File: config.mk
export PLATFORM = sky130hd
export DESIGN_NAME = bit_index_decoder
export DESIGN_NICKNAME = d
export VERILOG_FILES = /design/src/rtl/bit_index_decoder.sv
export SDC_FILE = /design/constraint.sdc
export NUM_CORES = 1
export LEC_CHECK = 0
export CAP_MARGIN = 10
export CELL_PAD_IN_SITES_DETAIL_PLACEMENT = 1
export CELL_PAD_IN_SITES_GLOBAL_PLACEMENT = 2
export CORE_MARGIN = 2
export CORE_UTILIZATION = 25
export DETAILED_ROUTE_END_ITERATION = 8
export PLACE_DENSITY = 0.65
export SLEW_MARGIN = 20
export SYNTH_ARGS = -nofsm -noshare
export SYNTH_HDL_FRONTEND = slang
export SYNTH_SLANG_ARGS = --single-unit
File: constraint.sdc
create_clock -name i_clk -period 2.9 [get_ports i_clk]
set_clock_uncertainty 0.2 [all_clocks]
set_input_delay 0.58 -clock i_clk [delete_from_list [all_inputs] [get_ports i_clk]]
set_output_delay 0.58 -clock i_clk [all_outputs]
set_load 0.005 [all_outputs]
File: src/rtl/bit_index_decoder.sv
// rtl/bit_index_decoder.sv - two-stage valid/ready decoder from 5-bit bit index to one-hot or bit mask
//
// Purpose:
//   Inverse of the leading-one priority encoder. Expands a bit index into a
//   one-hot word, an "at or below" mask, or an "above" mask. Two register
//   stages with full backpressure; holds at most two items.
//
// Ports:
//   i_clk         rising-edge clock
//   i_reset       synchronous active-high reset
//   i_in_valid    request present
//   o_in_ready    request accepted this cycle (0 during reset)
//   i_in_index    bit position 0..WIDTH-1
//   i_in_mode     0 ONEHOT, 1 MASK_LE, 2 MASK_GT, 3 reserved
//   i_in_zero     encoder "no bit set" flag, forces a zero result
//   o_out_valid   result present
//   i_out_ready   consumer accepts result
//   o_out_data    decoded result
//   o_out_index   echo of the request index
//   o_out_err     request used reserved mode 3

module bit_index_decoder #(
  parameter int WIDTH = 32,
  localparam int IDXW = $clog2(WIDTH)
) (
  input  logic             i_clk,
  input  logic             i_reset,
  input  logic             i_in_valid,
  output logic             o_in_ready,
  input  logic [IDXW-1:0]  i_in_index,
  input  logic [1:0]       i_in_mode,
  input  logic             i_in_zero,
  output logic             o_out_valid,
  input  logic             i_out_ready,
  output logic [WIDTH-1:0] o_out_data,
  output logic [IDXW-1:0]  o_out_index,
  output logic             o_out_err
);

  localparam logic [1:0] MODE_ONEHOT  = 2'd0;
  localparam logic [1:0] MODE_MASK_LE = 2'd1;
  localparam logic [1:0] MODE_MASK_GT = 2'd2;

  // Stage 1 registers
  logic             r_s1_valid;
  logic [WIDTH-1:0] r_s1_onehot;
  logic [1:0]       r_s1_mode;
  logic             r_s1_zero;
  logic [IDXW-1:0]  r_s1_index;

  // Stage 2 (output) registers
  logic             r_out_valid;
  logic [WIDTH-1:0] r_out_data;
  logic [IDXW-1:0]  r_out_index;
  logic             r_out_err;

  logic             w_s2_adv;
  logic             w_s1_adv;
  logic [WIDTH-1:0] w_mask_le;
  logic [WIDTH-1:0] w_result;
  logic             w_err;

  // Output stage moves when empty or drained; stage 1 moves when empty or
  // when it can push into stage 2. i_out_ready only reaches o_in_ready.
  assign w_s2_adv   = !r_out_valid || i_out_ready;
  assign w_s1_adv   = !r_s1_valid || w_s2_adv;
  assign o_in_ready = w_s1_adv && !i_reset;

  // onehot | (onehot - 1) sets bits idx..0. Because onehot is never zero this
  // equals (onehot << 1) - 1 taken WIDTH+1 bits wide, so idx = WIDTH-1 yields
  // all ones without needing the extra carry bit.
  assign w_mask_le = r_s1_onehot | (r_s1_onehot - WIDTH'(1));

  always_comb begin
    w_result = '0;
    w_err    = 1'b0;
    case (r_s1_mode)
      MODE_ONEHOT:  w_result = r_s1_onehot;
      MODE_MASK_LE: w_result = w_mask_le;
      MODE_MASK_GT: w_result = ~w_mask_le;
      default: begin
        w_result = '0;
        w_err    = 1'b1;
      end
    endcase
    if (r_s1_zero) begin
      w_result = '0;
    end
  end

  always_ff @(posedge i_clk) begin
    if (i_reset) begin
      r_s1_valid  <= 1'b0;
      r_s1_onehot <= '0;
      r_s1_mode   <= '0;
      r_s1_zero   <= 1'b0;
      r_s1_index  <= '0;
    end else if (w_s1_adv) begin
      r_s1_valid <= i_in_valid;
      if (i_in_valid) begin
        r_s1_onehot <= WIDTH'(1) << i_in_index;
        r_s1_mode   <= i_in_mode;
        r_s1_zero   <= i_in_zero;
        r_s1_index  <= i_in_index;
      end
    end
  end

  // Payload only loads with a real item so an emptied output keeps its last
  // value instead of picking up stale stage-1 contents.
  always_ff @(posedge i_clk) begin
    if (i_reset) begin
      r_out_valid <= 1'b0;
      r_out_data  <= '0;
      r_out_index <= '0;
      r_out_err   <= 1'b0;
    end else if (w_s2_adv) begin
      r_out_valid <= r_s1_valid;
      if (r_s1_valid) begin
        r_out_data  <= w_result;
        r_out_index <= r_s1_index;
        r_out_err   <= w_err;
      end
    end
  end

  assign o_out_valid = r_out_valid;
  assign o_out_data  = r_out_data;
  assign o_out_index = r_out_index;
  assign o_out_err   = r_out_err;

endmodule

======== Yosys cells after proc, flatten, opt, wreduce, memory -nomap -nowiden ========
Index checks and enable logic that the tools add are counted.
word-level totals
  register bits ........................... 80
  latch bits .............................. 0
  RAM bits ................................ 0
  memory bits (read-only) ................. 0
  bits of input ports ..................... 12
  output and inout port bits .............. 40
  logic and storage cells ................. 28
  memories kept ........................... 0
cells by class
  add/subtract/negate cells ............... 1
  $mul .................................... 0
  divide/modulo/power cells ............... 0
  $lt $le $gt $ge ......................... 0
  equality and inequality tests ........... 2
  shift operators ......................... 1
  muxes and demuxes ....................... 3
  bitwise gates (word level) .............. 2
  reductions and logical operators ........ 10
operators by type and width
  cell                   count
  $pmux 32 s3            1
  $mux 32                1
  $not 32->32            1
  $or 32x32->32          1
  $shl 1x5->32 const A   1
  $sub 32x1->32 const B  1
  $reduce_and 2->1       2
  $logic_not 1->1        3
  $reduce_or 3->1        1
  $eq 2x1->1 const B     1
  $eq 2x2->1 const B     1
  $logic_not 2->1        1
  $logic_or 1x1->1       2
  $logic_and 1x1->1      1
  $mux 1                 1

======== Depth between registers and ports, before layout ========
Gate-level depths: netlist of the first run.
  depth after elaboration ................. 5
  mapped depth ............................ 8
  gate-level depth less buffers ........... 5

======== Worst setup path after synthesis of the first run ========
OpenSTA, ideal clock, no wires.
  kind .................................... flip-flop to flip-flop
  start point ............................. reg r_s1_onehot[8]
  end point ............................... reg r_out_data[31], in the netlist o_out_data[31]
  setup time .............................. 92 ps
  arrival ................................. 1,922 ps
  slack ................................... 686 ps
  cell stages (with the launch flop) ...... 8
  path buffers ............................ 2
  clock period less this slack ............ 2,214 ps
  cell sequence ........................... dfxtp_1 -> buf_6 -> nor4_4 -> nand3_4 -> or3_1 -> buf_2 -> o31a_1 -> nor4_1
on the way
  word-level cells in the longest chain between the ends .. 5
ends and longest elaborated chain
  what                    RTL line  text
  start, declared         46        logic [WIDTH-1:0] r_s1_onehot;
  start signal, assigned  101       r_s1_onehot <= WIDTH'(1) << i_in_index;
  $sub 32x1->32 (*)       72        assign w_mask_le = r_s1_onehot | (r_s1_onehot - WIDTH'(1));
  $or 32x32->32 (*)       72
  $not 32->32             80        MODE_MASK_GT: w_result = ~w_mask_le;
  $pmux 32 s3 (*)         77        case (r_s1_mode)
  $mux 32 (*)             86        if (r_s1_zero) begin
  end signal, assigned    120       r_out_data <= w_result;
  end, declared           53        logic [WIDTH-1:0] r_out_data;
Mark *: on every way between the ends. The rest lies on a longest branch, timed or not.
A chain may end at the register's enable or synchronous reset.

======== Final worst setup path of the first run ========
  start point ............................. in i_out_ready
  end point ............................... out o_in_ready
on the way
  word-level cells in the longest chain between the ends .. 3
ends and longest elaborated chain
  what               RTL line  text
  start, declared    34        input logic i_out_ready,
  $logic_or 1x1->1   65        assign w_s2_adv = !r_out_valid || i_out_ready;
  $logic_or 1x1->1   66        assign w_s1_adv = !r_s1_valid || w_s2_adv;
  $logic_and 1x1->1  67        assign o_in_ready = w_s1_adv && !i_reset;
  end, declared      29        output logic o_in_ready,
No other way between the ends.

==> results of run 1 <==
## layout by cell type, fill, tap and decap left out, types with 4 or more instances in the layout
cell type,Yosys,layout
a22oi_1,15,15
buf_4,0,34
mux2i_1,5,5
clkdlybuf4s50_1,0,50
a22o_1,6,6
or2_2,5,5
o21a_1,4,4
nor2_1,72,72
a31oi_1,6,6
nand2b_1,11,11
a211oi_1,11,11
nand2_1,54,54
nor3_1,31,31
clkbuf_16,0,9
nor4_1,20,20
or3_1,7,7
dfxtp_1,80,80
nor2b_1,5,5
nand3_1,9,9
a21oi_1,69,69
o32ai_1,6,6
## cells in the mapped netlist, drive strengths merged (2+ instances only)
master / instances / area share (%)
o32ai: 6 / 1.3
a211oi: 11 / 2.1
buf: 9 / 1.1
or3: 7 / 1.1
nor4b: 2 / 0.44
inv: 3 / 0.28
a31oi: 6 / 0.94
a2111oi: 2 / 0.44
o221a: 2 / 0.56
dfxtp: 80 / 40
nor2: 72 / 6.8
a22oi: 15 / 2.8
clkbuf: 32 / 3.0
or4: 2 / 0.38
nand2: 55 / 5.2
o21a: 4 / 0.75
a21oi: 69 / 8.6
a22o: 6 / 1.3
o31ai: 2 / 0.38
nand3: 10 / 1.6
and3: 3 / 0.47
o31a: 2 / 0.44
a221o: 2 / 0.50
a32oi: 2 / 0.44
nand2b: 11 / 1.7
mux2i: 5 / 1.3
nor4: 24 / 5.0
o21ai: 5 / 0.63
nor3: 31 / 3.9
nand4: 3 / 0.47
or2: 7 / 1.1
nor2b: 5 / 0.78
a311oi: 2 / 0.44
a21o: 3 / 0.56
o2bb2ai: 2 / 0.44
## path summary, 6_finish.rpt
| path | endpoint | slack, ns | cells past startpoint |
|---|---|---|---|
| max | o_in_ready | 0.25 | 4 |
| min | o_out_err | 0.26 | 2 |
| max reg2reg | o_out_data[31] | 0.37 | 5 |
| min reg2reg | o_out_err | 0.26 | 2 |
## per-stage QoR
step                std cells  hold slack, ns  worst slack [ns]
floorplan                 514           0.232             0.686
global placement          775           0.246             0.153
detailed placement        775           0.247             0.116
CTS                       791           0.256             0.228
global route              791           0.280             0.150
finish                    791           0.256             0.250
## flip-flops by register name, indices dropped and copies added, names as in the netlist
signal       cells
o_out_index      5
r_s1_mode        2
r_s1_valid       1
r_s1_index       5
o_out_err        1
o_out_valid      1
o_out_data      32
r_s1_zero        1
r_s1_onehot     32
## worst max-delay path, stage by stage
cell	delay (ns)
clkdlybuf4s50_1	0.42
nor2b_1	0.28
a21oi_1	0.12
clkdlybuf4s50_1	0.46
## routing by layer
metal / part of all wire [%] / GRT usage [%]
met4: 1.5 / 6.45
met5: 0 / 0
met2: 47 / 30.5
met1: 47 / 25.1
met3: 4.3 / 2.61
## layout make-up
cell class | count | area (um2)
timing repair buffer | 86 | 781
fill | 1897 | 10600
sequential | 80 | 1600
clock buffer | 11 | 253
multi-input combinational | 390 | 2230
tap | 216 | 270
clock inverter | 5 | 55.1
inverter | 3 | 11.3
## cells by family after synthesis
kind of cell | Yosys count | share of synthesized area [%]
simple gates | 234 | 29.4
buf+inv | 44 | 4.42
compound gates | 151 | 24.8
mux | 5 | 1.25
flops | 80 | 40.1
## power breakdown
group	total (W)	switching, W	internal (W)
Combinational	0.000400	0.000229	0.000171
Sequential	0.00116	0.0000282	0.00113
Clock	0.00120	0.000489	0.000711
==> results.yml, run 1 <==
setup_path:
  start_kind: "input pin"
  end_kind: "output port"
  critPathKind: "in -> out"
  startpoint: "i_out_ready"
  crit_arrival_ns: 1.87
  required_ns: 2.12
  r2r_start: "r_s1_onehot[9]"
  path_max_fanout: 5
job:
  cap_viol_max_count: 0
finish:
  area_growth_pct: 30.2
  drive_above_1_share_pct: 11.3
  fin_util_pct: 33.0
  final_area_um2: 5200
  layout.nets: 582
  antenna_cells: 0
cts:
  hold_buffers: 0
  cts_buffer_depth: 2
  htreeDepth: 3
  cts_resized: 0
  clock_latency_ns: 0.35
  clkSlewWorstSetupHoldPaths_ns: 0.06
  cts-root-buf: "clkbuf_16"
  cts_tree: "yes"
  post_cts_buffers: 0
  numCtsBuffers: 9
  clock_sinks: 80
timing:
  min_period_ns: 2.65
  finalHoldViolations: 0
  worst_pin_slew_ns: 0.813
  finalCritPeriodShare_pct: 91.4
  fmax_mhz: 377
  relSlewSlack_pct: 45.6
  rsz0062_at_grt: "false"
  fin_setup_tns_ns: 0
  maxSlewViolCount: 0
  finalSetupViolCount: 0
pwr:
  vdd_drop_max_mv: 0.293
  p_leak_nw: 1.86
  power_per_cell_area_nw_per_um2: 531
  totalPowerFinal_w: 0.00276
logic_synthesis:
  synth-seq-cells: 80
  avgSynthCellArea_um2: 7.77
  synthFlopType: "dfxtp_1"
  yosys_warnings: 0
  ys_seq_area_share_pct: 40.1
  synthDistinctLibCells: 56
  synth-edff-count: 0
  synth_nets: 526
  netlist_instances: 514
  syn_area_um2: 3990
  async_reset_ff_share_pct: 0
routing:
  first_pass_iters: 4
  postRouteAntennaNets: 0
  viasPerCell: 5.19
  vias: 4106
  drtIter0Drc: 230
  wl_per_cell_um: 18.8
  wl_um: 14900
  drc: 0
floorplanning:
  fp-row-count: 46
  start_util_pct: 25.3
  pin_count: 52
  core-area_um2: 15800
  die_x_um: 130
  die_h_um: 130
  design.die.area_um2: 17000
placement:
  place_congestion: 0.833
  hpwlAfterDp_um: 11100
  numPortBuffers: 51
  dpl_cell_area_um2: 4890
min_path:
  holdCritStartpoint: "o_out_err"
  min_path_type: "reg -> reg"
grt:
  grt_pass1_wl_um: 24200
  track_usage_pct: 18.6
  grt_overflow_total: 0
  grt_max_degree: 50
  grt_pass1_vias: 4285
  grt_antenna_before_repair: 0
run_status:
  status: "finished, final reports clean"
Power figures use the tool's default switching activity.
==> run 2: changes to the inputs <==
Settings changed: RECOVER_POWER from default to 100.
==> run 2 against run 1 <==
Net effect: utilization fell by 0.19 points; setup slack better by 0.0024 ns; final cell count unchanged; combinational power down 4%; critical path depth unchanged; via count increased by 0.15%; hold slack lost 0.0038 ns; maximum frequency hardly changed; largest power group unchanged; highest routed layer unchanged.
==> results.yml, run 2 (synthesized netlist as in run 1, its figures left out) <==
timing:
  min_period_ns: 2.65
  relSlewSlack_pct: 44.5
  rsz0062_at_grt: "false"
  maxSlewViolCount: 0
  worst_pin_slew_ns: 0.830
  fin_hold_ws_ns: 0.252
  finalCritPeriodShare_pct: 91.3
  fin_setup_tns_ns: 0
  finalSetupViolCount: 0
  finalHoldViolations: 0
  fmax_mhz: 378
  worst_slack_ns: 0.253
finish:
  mostFrequentLayoutCells: "dfxtp_1, nor2_1, a21oi_1"
  mostFrequentLayoutCell: "dfxtp_1"
  area_growth_pct: 29.4
  layout.nets: 582
  fin_util_pct: 32.8
  final_area_um2: 5170
  drive_above_1_share_pct: 10.3
  antenna_cells: 0
placement:
  dpl_cell_area_um2: 4890
  hpwlAfterDp_um: 11100
  dp_slack_ns: 0.116
  numPortBuffers: 51
  place_congestion: 0.833
routing:
  wl_per_cell_um: 18.8
  first_pass_iters: 4
  postRouteAntennaNets: 0
  vias: 4112
  viasPerCell: 5.20
  wl_um: 14900
  drtIter0Drc: 235
  drc: 0
job:
  cap_viol_max_count: 0
cts:
  cts_resized: 0
  cts_tree: "yes"
  cts-root-buf: "clkbuf_16"
  clock_sinks: 80
  clkSlewWorstSetupHoldPaths_ns: 0.06
  cts_buffer_depth: 2
  hold_buffers: 0
  htreeDepth: 3
  clock_latency_ns: 0.35
  numCtsBuffers: 9
  post_cts_buffers: 0
setup_path:
  critPathKind: "in -> out"
  end_kind: "output port"
  required_ns: 2.12
  crit_arrival_ns: 1.87
  path_max_fanout: 5
  start_kind: "input pin"
min_path:
  min_path_type: "reg -> reg"
grt:
  grt_antenna_before_repair: 0
  track_usage_pct: 18.6
  grt_pass1_vias: 4285
  grt_max_degree: 50
  grt_overflow_total: 0
  grt_pass1_wl_um: 24200
pwr:
  p_leak_nw: 1.96
  vdd_drop_max_mv: 0.291
  power_per_cell_area_nw_per_um2: 531
floorplanning:
  core-area_um2: 15800
  start_util_pct: 25.3
  fp-row-count: 46
  die_x_um: 130
  design.die.area_um2: 17000
  pin_count: 52
  die_h_um: 130
run_status:
  status: "finished, final reports clean"
==> run 2: cell types whose count changed in the layout (fill, tap and decap cells not counted), moves of 3 or more <==
| cell | previous run | this run |
|---|---|---|
| buf_4 | 34 | 24 |
| clkbuf_1 | 0 | 6 |
| clkbuf_2 | 0 | 3 |
| clkdlybuf4s50_1 | 50 | 10 |
| dlygate4sd3_1 | 0 | 40 |
==> run 2: power by group <==
| group | switching [W] | total, W | leakage (nW) | internal, W |
|---|---|---|---|---|
| combinational | 0.000228 | 0.000385 | 1.16 | 0.000156 |
| clock | 0.000488 | 0.00120 | 0.148 | 0.000711 |
| sequential | 0.0000273 | 0.00116 | 0.648 | 0.00113 |
==> run 2: per-layer routing <==
metal | vias to the layer above | wire [um] | track usage, % | share of wire (%)
met4 | 0 | 229 | 6.45 | 1.5
li1 | 2003 | - | - | -
met1 | 2026 | 7190 | 25.1 | 48
met2 | 68 | 7060 | 30.5 | 47
met3 | 15 | 425 | 2.61 | 2.9
met5 | - | 0 | 0 | 0
==> run 2: area by class of cell <==
| cell class | count | area, um2 |
|---|---|---|
| Fill cell | 1903 | 10600 |
| Multi-Input combinational cell | 390 | 2230 |
| Sequential cell | 80 | 1600 |
| Timing Repair Buffer | 86 | 751 |
| Tap cell | 216 | 270 |
| Clock buffer | 11 | 253 |
| Clock inverter | 5 | 55.1 |
| Inverter | 3 | 11.3 |
==> run 2: worst max-delay path, stage by stage <==
cell and delay, ns:
clkdlybuf4s50_1 0.42, nor2b_1 0.28, a21oi_1 0.12, clkdlybuf4s50_1 0.46
==> run 2: worst paths after layout <==
path	startpoint	to	slack, ns	cells after the start
worst max-delay path	i_out_ready	o_in_ready	0.25	4
worst min-delay path	o_out_err	o_out_err	0.25	2
worst max register to register	r_s1_onehot[0]	o_out_data[11]	0.36	6
worst min register to register	o_out_err	o_out_err	0.25	2
==> run 2: metrics by stage <==
step                      total power [W]  cells
final                             0.00274    791
after global routing              0.00287    791
after CTS                         0.00280    791
after detailed placement          0.00159    775
after global placement            0.00158    775
after floorplan                   0.00141    514
==> run 3: changes to the inputs <==
Settings changed: ABC_AREA from default to 1, CORE_ASPECT_RATIO from default to 1.25, PLACE_DENSITY 0.65 to 0.67.
==> run 3 against run 2 <==
Net effect: die area grew 7.8%; clock-buffer cell count shrank 1; sequential share of layout area shrank 0.68 points; first-iteration DRC count shrank 54%; highest routed layer unchanged; clock power is essentially flat; via count grew 3.4%; hold slack gained 0.0076 ns; area after synthesis grew 8.0%; non-clock buffer count shrank 25; power grew 1.8%; synthesized cell count grew 22%; critical path type unchanged.
==> results.yml, run 3 <==
cts:
  cts_resized: 0
  cts-root-buf: "clkbuf_16"
  numCtsBuffers: 9
  clock_sinks: 80
  clkSlewWorstSetupHoldPaths_ns: 0.06
  cts_buffer_depth: 2
  post_cts_buffers: 0
  hold_buffers: 0
  clock_latency_ns: 0.35
  cts_tree: "yes"
  htreeDepth: 3
logic_synthesis:
  async_reset_ff_share_pct: 0
  synth-edff-count: 0
  synthTopCellsByArea: "dfxtp_1, nand2_1, nor2_1, a21oi_1, a22oi_1"
  syn_area_um2: 4310
  yosysMostFrequentCell: "nand2_1"
  yosys-top-cells-count: "nand2_1, nor2_1, dfxtp_1"
  synthDistinctLibCells: 31
  muxShareOfSynthArea_pct: 0
  yosys.area.top_type: "dfxtp_1"
  ys_seq_area_share_pct: 37.1
  yosys_warnings: 0
  synth-compound-area-share_pct: 19.9
  netlist_instances: 626
  synth-seq-cells: 80
  synth_nets: 638
  synth_fa_ha_area_share_pct: 0
  synthFlopType: "dfxtp_1"
  synthXorXnorAreaFrac_pct: 0
  synth_top_cell_area_share_pct: 37.1
  avgSynthCellArea_um2: 6.89
  synthSimpleGateAreaFrac_pct: 33.4
  synth_top_family_by_area: "simple AND/OR/NAND/NOR gates"
setup_path:
  crit_chain: "dlygate4sd3_1, inv_1, nand3_2, nand2_1, inv_1, clkdlybuf4s50_1"
  path_max_fanout: 3
  max_stage_delay_ns: 0.53
  end_kind: "output port"
  cp_num_buf_inv: 4
  critPathCapture: "o_in_ready"
  r2r_cells: 6
  startpoint: "i_out_ready"
  r2r_end: "r_s1_index[0]"
  r2r_start: "o_out_valid"
  crit_family: "buffers and inverters"
  crit_arrival_ns: 1.83
  regToRegSetupSlack_ns: 0.85
  crit_path_frequent_cell: "inv_1"
  critPathKind: "in -> out"
  crit_slowest_cell: "dlygate4sd3_1"
  required_ns: 2.12
  crit_cells: 6
  start_kind: "input pin"
grt:
  track_usage_pct: 16.0
  grt_max_degree: 68
  grt_antenna_before_repair: 0
  grt_pass1_vias: 4284
  grt_pass1_wl_um: 22700
  grt_overflow_total: 0
timing:
  finalCritPeriodShare_pct: 90.1
  fin_hold_ws_ns: 0.260
  finalHoldViolations: 0
  worst_pin_slew_ns: 1.43
  maxSlewViolCount: 0
  fmax_mhz: 383
  fin_setup_tns_ns: 0
  rsz0062_at_grt: "false"
  min_period_ns: 2.61
  relSlewSlack_pct: 4.39
  finalSetupViolCount: 0
routing:
  vias: 4252
  drtIter0Drc: 108
  routed-wl-met3_um: 327
  wl_um: 13700
  maxUsedRoutingLayer: "met4"
  wl_met1_um: 6250
  viasPerCell: 4.78
  first_pass_iters: 4
  wl_per_cell_um: 15.4
  drc: 0
  postRouteAntennaNets: 0
  met2_length_um: 6810
job:
  cap_viol_max_count: 0
finish:
  area_growth_pct: 22.5
  drive_above_1_share_pct: 10.9
  instances_no_fill: 889
  antenna_cells: 0
  mostFrequentLayoutCell: "nand2_1"
  fill_cells: 2141
  mostFrequentLayoutCells: "nand2_1, nor2_1, dfxtp_1"
  layout.nets: 676
pwr:
  totalPowerFinal_w: 0.00279
  vdd_drop_max_mv: 0.226
  power_per_cell_area_nw_per_um2: 528
  p_leak_nw: 2.17
placement:
  numPlacedInstances: 873
  hpwlAfterDp_um: 10600
  numPortBuffers: 51
  place_congestion: 0.809
min_path:
  min_path_type: "reg -> reg"
floorplanning:
  die_x_um: 121
  die_h_um: 151
  design.die.area_um2: 18300
  pin_count: 52
  core-area_um2: 16800
  start_util_pct: 25.6
  fp-row-count: 53
run_status:
  status: "finished, final reports clean"
## run 3: cell count changes after synthesis, sizes merged, moves of 12 or more
cell and delta:
nor2 +51, nor4 -20, a22oi +19, clkbuf -19, buf +12, nor3 -31
o21ai +21, inv +55, nand2 +82, nand3 +36
## run 3: where the power goes
part / total, W / internal (W) / switching (W)
clock network: 0.00122 / 0.000703 / 0.000512
logic: 0.000418 / 0.000147 / 0.000271
registers: 0.00116 / 0.00114 / 0.0000231
total: 0.00279 / 0.00199 / 0.000807
## run 3: stage by stage
step | worst slack, ns | utilization (%) | area (um2)
floorplan | 0.998 | - | 4310
global placement | 0.350 | 29.7 | 4990
detailed placement | 0.340 | 29.7 | 4990
CTS | 0.338 | 31.5 | 5310
global route | 0.173 | 31.4 | 5290
finish | 0.288 | 31.4 | 5290
## run 3: layout make-up
| cell class | instances | area (um2) | share of cell area (%) |
|---|---|---|---|
| clock inverters | 6 | 75.1 | 1.42 |
| well taps | 220 | 275 | 5.21 |
| clock buffers | 10 | 239 | 4.52 |
| repair buffers | 61 | 571 | 10.8 |
| flip-flops and latches | 80 | 1600 | 30.3 |
| multi-input cells | 450 | 2290 | 43.3 |
| inverters | 62 | 238 | 4.50 |
## run 3: worst min path at each step
stage	startpoint	end	slack [ns]	cells past startpoint
2_1_floorplan	o_out_err	o_out_err	0.26	2
3_3_place_gp	o_out_data[27]	o_out_data[27]	0.25	2
3_5_place_dp	o_out_data[27]	o_out_data[27]	0.25	2
4_1_cts	o_out_data[27]	o_out_data[27]	0.26	2
5_1_grt	o_out_data[8]	o_out_data[8]	0.28	2
6_report	o_out_data[27]	o_out_data[27]	0.26	2
## run 3: cells by family (layout without fill, tap and decap cells)
| family | after synthesis | after routing |
|---|---|---|
| compound gates | 139 | 139 |
| buf+inv | 96 | 139 |
| flops | 80 | 80 |
| simple gates | 311 | 311 |
## run 3: worst min-delay path, delay by kind of cell (launching register included)
family,cells,cell delay (ns)
DFF,1,0.30
and+or+nand+nor,1,0.06
AOI/OAI and AO/OA,1,0.05
## run 3: routing by layer
layer	up-vias	track usage (%)
met5	-	0
met1	2037	20.1
met3	21	2.71
met2	59	27.3
li1	2135	-
met4	0	6.03
